### src/rtl/adder_pkg.sv
// Shared definitions for the pipelined carry adder: default geometry,
// slice-width helper and the per-stage control record.
package adder_pkg;

    localparam int DEFAULT_WIDTH  = 16;
    localparam int DEFAULT_STAGES = 4;

    typedef struct packed {
        logic valid;
        logic carry;
    } stage_ctl_t;

    function automatic int slice_w(input int width, input int stages);
        return width / stages;
    endfunction

endpackage

### src/rtl/adder_slice.sv
// Combinational ripple-carry adder for one SLICE_W-bit slice of the pipeline.
module adder_slice #(
    parameter int W = 4
) (
    input  logic [W-1:0] a_i,
    input  logic [W-1:0] b_i,
    input  logic         cin_i,
    output logic [W-1:0] s_o,
    output logic         cout_o
);

    logic [W:0] carryChain;

    always_comb begin
        carryChain    = '0;
        s_o           = '0;
        carryChain[0] = cin_i;
        for (int i = 0; i < W; i++) begin
            s_o[i]          = a_i[i] ^ b_i[i] ^ carryChain[i];
            carryChain[i+1] = (a_i[i] & b_i[i]) | (carryChain[i] & (a_i[i] ^ b_i[i]));
        end
    end

    assign cout_o = carryChain[W];

endmodule

### src/rtl/pipelined_carry_adder.sv
// WIDTH-bit adder split into STAGES registered slices on a valid/ready stream.
// Define PCA_STAGE_CARRY_EN to expose the per-slice carry-outs as stage_carry.
module pipelined_carry_adder
    import adder_pkg::*;
#(
    parameter int WIDTH  = DEFAULT_WIDTH,
    parameter int STAGES = DEFAULT_STAGES
) (
    input  logic              clk,
    input  logic              rst_n,
    input  logic              in_valid,
    output logic              in_ready,
    input  logic [WIDTH-1:0]  a,
    input  logic [WIDTH-1:0]  b,
    input  logic              cin,
    output logic              out_valid,
    input  logic              out_ready,
    output logic [WIDTH:0]    sum
`ifdef PCA_STAGE_CARRY_EN
    ,
    output logic [STAGES-1:0] stage_carry
`endif
);

    localparam int SW = slice_w(WIDTH, STAGES);

    if ((STAGES < 1) || (STAGES > WIDTH) || ((WIDTH % STAGES) != 0)) begin : g_badParams
        $error("pipelined_carry_adder: WIDTH (%0d) must be a multiple of STAGES (%0d), 1 <= STAGES <= WIDTH",
               WIDTH, STAGES);
    end

    typedef struct packed {
        stage_ctl_t       ctl;
        logic [WIDTH-1:0] data;
    } stage_t;

    stage_t           stage_q  [STAGES];
    stage_t           stage_d  [STAGES];
    logic [WIDTH-1:0] opA_q    [STAGES];
    logic [WIDTH-1:0] opB_q    [STAGES];

    logic             validIn  [STAGES];
    logic             carryIn  [STAGES];
    logic [WIDTH-1:0] opAIn    [STAGES];
    logic [WIDTH-1:0] opBIn    [STAGES];
    logic [WIDTH-1:0] dataIn   [STAGES];
    logic [SW-1:0]    sliceSum [STAGES];
    logic             sliceCout[STAGES];
    logic             advance;

    // A single enable moves the whole pipeline, bubbles included, so a stall
    // at the output freezes every stage in place.
    assign advance   = !out_valid || out_ready;
    assign in_ready  = advance;
    assign out_valid = stage_q[STAGES-1].ctl.valid;
    assign sum       = {stage_q[STAGES-1].ctl.carry, stage_q[STAGES-1].data};

    always_comb begin
        validIn[0] = in_valid;
        carryIn[0] = cin;
        opAIn[0]   = a;
        opBIn[0]   = b;
        dataIn[0]  = '0;
        for (int k = 1; k < STAGES; k++) begin
            validIn[k] = stage_q[k-1].ctl.valid;
            carryIn[k] = stage_q[k-1].ctl.carry;
            opAIn[k]   = opA_q[k-1];
            opBIn[k]   = opB_q[k-1];
            dataIn[k]  = stage_q[k-1].data;
        end
    end

    for (genvar k = 0; k < STAGES; k++) begin : g_slice
        adder_slice #(
            .W(SW)
        ) u_slice (
            .a_i    (opAIn[k][k*SW +: SW]),
            .b_i    (opBIn[k][k*SW +: SW]),
            .cin_i  (carryIn[k]),
            .s_o    (sliceSum[k]),
            .cout_o (sliceCout[k])
        );
    end

    always_comb begin
        for (int k = 0; k < STAGES; k++) begin
            stage_d[k].ctl.valid       = validIn[k];
            stage_d[k].ctl.carry       = sliceCout[k];
            stage_d[k].data            = dataIn[k];
            stage_d[k].data[k*SW +: SW] = sliceSum[k];
        end
    end

    always_ff @(posedge clk or negedge rst_n) begin
        if (!rst_n) begin
            for (int k = 0; k < STAGES; k++) begin
                stage_q[k] <= '0;
                opA_q[k]   <= '0;
                opB_q[k]   <= '0;
            end
        end else if (advance) begin
            for (int k = 0; k < STAGES; k++) begin
                stage_q[k] <= stage_d[k];
                opA_q[k]   <= opAIn[k];
                opB_q[k]   <= opBIn[k];
            end
        end
    end

`ifdef PCA_STAGE_CARRY_EN
    logic [STAGES-1:0] carryVec_q [STAGES];
    logic [STAGES-1:0] carryVec_d [STAGES];

    // Each stage collects its own slice carry into a vector that travels with
    // the data, so all bits line up with sum at the output.
    always_comb begin
        carryVec_d[0]    = '0;
        carryVec_d[0][0] = sliceCout[0];
        for (int k = 1; k < STAGES; k++) begin
            carryVec_d[k]    = carryVec_q[k-1];
            carryVec_d[k][k] = sliceCout[k];
        end
    end

    always_ff @(posedge clk or negedge rst_n) begin
        if (!rst_n) begin
            for (int k = 0; k < STAGES; k++) begin
                carryVec_q[k] <= '0;
            end
        end else if (advance) begin
            for (int k = 0; k < STAGES; k++) begin
                carryVec_q[k] <= carryVec_d[k];
            end
        end
    end

    assign stage_carry = carryVec_q[STAGES-1];
`endif

endmodule

### config.mk
export PLATFORM = sky130hd
export DESIGN_NAME = pipelined_carry_adder
export DESIGN_NICKNAME = d
export VERILOG_FILES = /design/src/rtl/adder_pkg.sv /design/src/rtl/adder_slice.sv /design/src/rtl/pipelined_carry_adder.sv
export SDC_FILE = /design/constraint.sdc
export NUM_CORES = 1
export LEC_CHECK = 0
export CORE_ASPECT_RATIO = 0.75
export CORE_UTILIZATION = 55
export DETAILED_ROUTE_END_ITERATION = 6
export GPL_ROUTABILITY_DRIVEN = 0
export GPL_TIMING_DRIVEN = 0
export MAX_ROUTING_LAYER = met4
export PLACE_DENSITY = 0.77
export SLEW_MARGIN = 20
export SYNTH_ARGS = -nofsm -noshare
export SYNTH_HDL_FRONTEND = slang
export SYNTH_HIERARCHICAL = 1
export SYNTH_SLANG_ARGS = --single-unit
### constraint.sdc
create_clock -name clk -period 2.8 [get_ports clk]
set_input_delay 0.28 -clock clk [delete_from_list [all_inputs] [get_ports clk]]
set_output_delay 0.28 -clock clk [all_outputs]
set_load 0.05 [all_outputs]
==> results.md <==
- Status: finished clean
- Post-CTS sizing: 0
- Overall power: 5.658 mW
- Number of remaining DRC errors: 0
- Crit start category: primary input
- N_diodes: 0
- Yosys warns: 6
- Routed Wire Length: 6.507 mm
- Area Growth Syn to Fin: 21.99%
- R2r endpoint: dataIn[23]
- First-pass GRT wire length: 11.17 mm
- Starting Density: 0.5666
- Post-route ant nets: 0
- DP HPWL: 4.508 mm
- Post-synthesis cell count: 260
- Final setup vio count: 0
- Syn_area_per_cell: 15.98 um2
- Sink Count: 96
- Hold Violations, Final: 0
- Critical R2R Launch: opAIn[36]
- Register area: 2402 um2
- I/O Pins: 56
- Synth Register Bits: 96
- Mapped Area: 4154 um2
- Final WS setup: 0.3162 ns
- Arrival @ worst endpoint: 2.20 ns
- Register-to-Register Setup Slack: 0.55 ns
- Max FO, Critical Path: 10
- Placed Cells incl. Taps: 417
- Htree depth: 3
- Clock buffer depth: 2
- Total gr overflow: 0
- Commonest cells after routing, fill and taps aside: dfrtp_1, mux2_2, clkdlybuf4s50_1, inv_1, mux2_4
- Type of the worst setup path: primary input to output pin
- Fin cells: 434
- Area of the multi-input gates: 1515 um2
- Post-CTS Hold Buffers: 1
- Largest net degree at the start of global routing: 65
- Core Area: 7331 um2
- Initial DRC Count: 65
- Vias: 2,110
- Hold WC Path Type: primary input to asynchronous set/reset pin
- Nets@finish: 381
- CTS tree: built
- CTS clk-pin slew, worst paths: 0.09 ns
- Most common cell after layout, fill and taps aside: dfrtp_1
- Syn Nets: 313
- Fmax achieved: 0.4026 GHz
- Fillers: 543
- Post-CTS setup buffers: 0
- Max-slew violation count: 0
- Die width: 102.4 um
- # rows: 27
- Clk_skew: 0.006814 ns
- Vias/cell: 4.862
- Slew HR: 0.6650
- Post-DR wirelength/cell: 14.99 um
- Initial antenna violation count: 0
- Pre-CTS setup slack: 0.2358 ns
- R2R depth: 9
- TritonCTS Buffers: 9
- Max-cap check violation count: 0
- Gr usage total: 0.1977
- Worst VDD drop: 0.5794 mV
- WP data required: 2.52 ns
- Sequential fraction of the synthesis area: 0.5783
- Clock root buffer: clkbuf_8
- Slew @ Worst Pin: 0.5010 ns
- Final Cycle Share: 0.8871
- Die Ht: 77.27 um
- P_leak: 2.358 nW
- Post-layout min period: 2.484 ns
- RSZ-0062 raised after global routing: false
- Crit. End Element: output pin
- Port bufs: 55
- Distinct cells, synth: 9
- Die Area: 7908 um2
- Power Density: 1117 nW/um2
- First-pass iteration count of the detailed router: 3
- Layout cells sized above 1: 0.3724
- Vias in the first global route: 2,273
- Clock Latency Late Sink: 0.35 ns
synth_stat cells:
cell type / number / area (um2)
dfrtp_1: 96 / 2402
mux2_2: 67 / 754.5
inv_1: 40 / 150.1
mux2_4: 28 / 420.4
fa_1: 16 / 320.3
buf_2: 6 / 30.03
buf_6: 5 / 56.30
nand2b_1: 1 / 6.260
nand2b_4: 1 / 13.76
layer usage:
layer / GRT usage / wire length (um) / vias up
met4: 0.06000 / 76 / 0
li1: - / - / 981
met2: 0.2805 / 2902 / 40
met3: 0.05014 / 230 / 8
met1: 0.2821 / 3297 / 1081
met5: - / 0 / -
state kept, by name, indices dropped and copies added (netlist names):
signal	count
carryIn	3
dataIn	24
stage_d	3
sum	17
out_valid	1
opBIn	24
opAIn	24
how the worst max path moves through the flow:
stage | from | endpoint | slack [ns]
detailed placement | b[0] | dataIn[35] | 0.24
global placement | rst_n | sum[16] | -1.96
global route | out_ready | in_ready | 0.28
CTS | out_ready | in_ready | 0.31
floorplan | opAIn[36] | dataIn[23] | 0.72
finish | out_ready | in_ready | 0.32
layout make-up:
class,count,share of cell area
Multi-Input combinational cell,113,0.2990
Buffer,11,0.01704
Inverter,40,0.02963
Timing Repair Buffer,57,0.1163
Sequential cell,96,0.4741
Tap cell,101,0.02494
Clock inverter,5,0.01111
Clock buffer,11,0.02790
report_power, final:
part / internal, mW / switching (mW) / leakage [nW]
sequential: 1.99 / 0.327 / 1.12
clock: 0.436 / 0.456 / 0.0993
combinational: 1.26 / 1.19 / 1.14
cells by family (layout without fill, tap and decap cells):
family	after synthesis	in the layout	synth area share
and+or+nand+nor	2	2	0.004819
muxes	95	95	0.2828
DFF	96	96	0.5783
buffers and inverters	51	124	0.05693
adders and majority gates	16	16	0.07711
through the flow:
stage            util  hold WS [ns]  instance area (um2)  TNS (ns)
6_report       0.6912        0.3756                 5067         0
5_1_grt        0.6912        0.4095                 5067         0
4_1_cts        0.6912        0.3594                 5067         0
3_5_place_dp   0.6629        0.1836                 4860         0
3_3_place_gp   0.6590        0.4463                 4831   -188.19
2_1_floorplan       -      -0.01559                 4154         0
worst max-delay path: stages:
cell and delay, ns:
clkdlybuf4s50_1 0.49, nand2b_4 0.13, buf_6 0.11, buf_6 0.17, buf_6 0.20, clkdlybuf4s50_1 0.82
No activity file was read; power rests on OpenSTA's default activity.
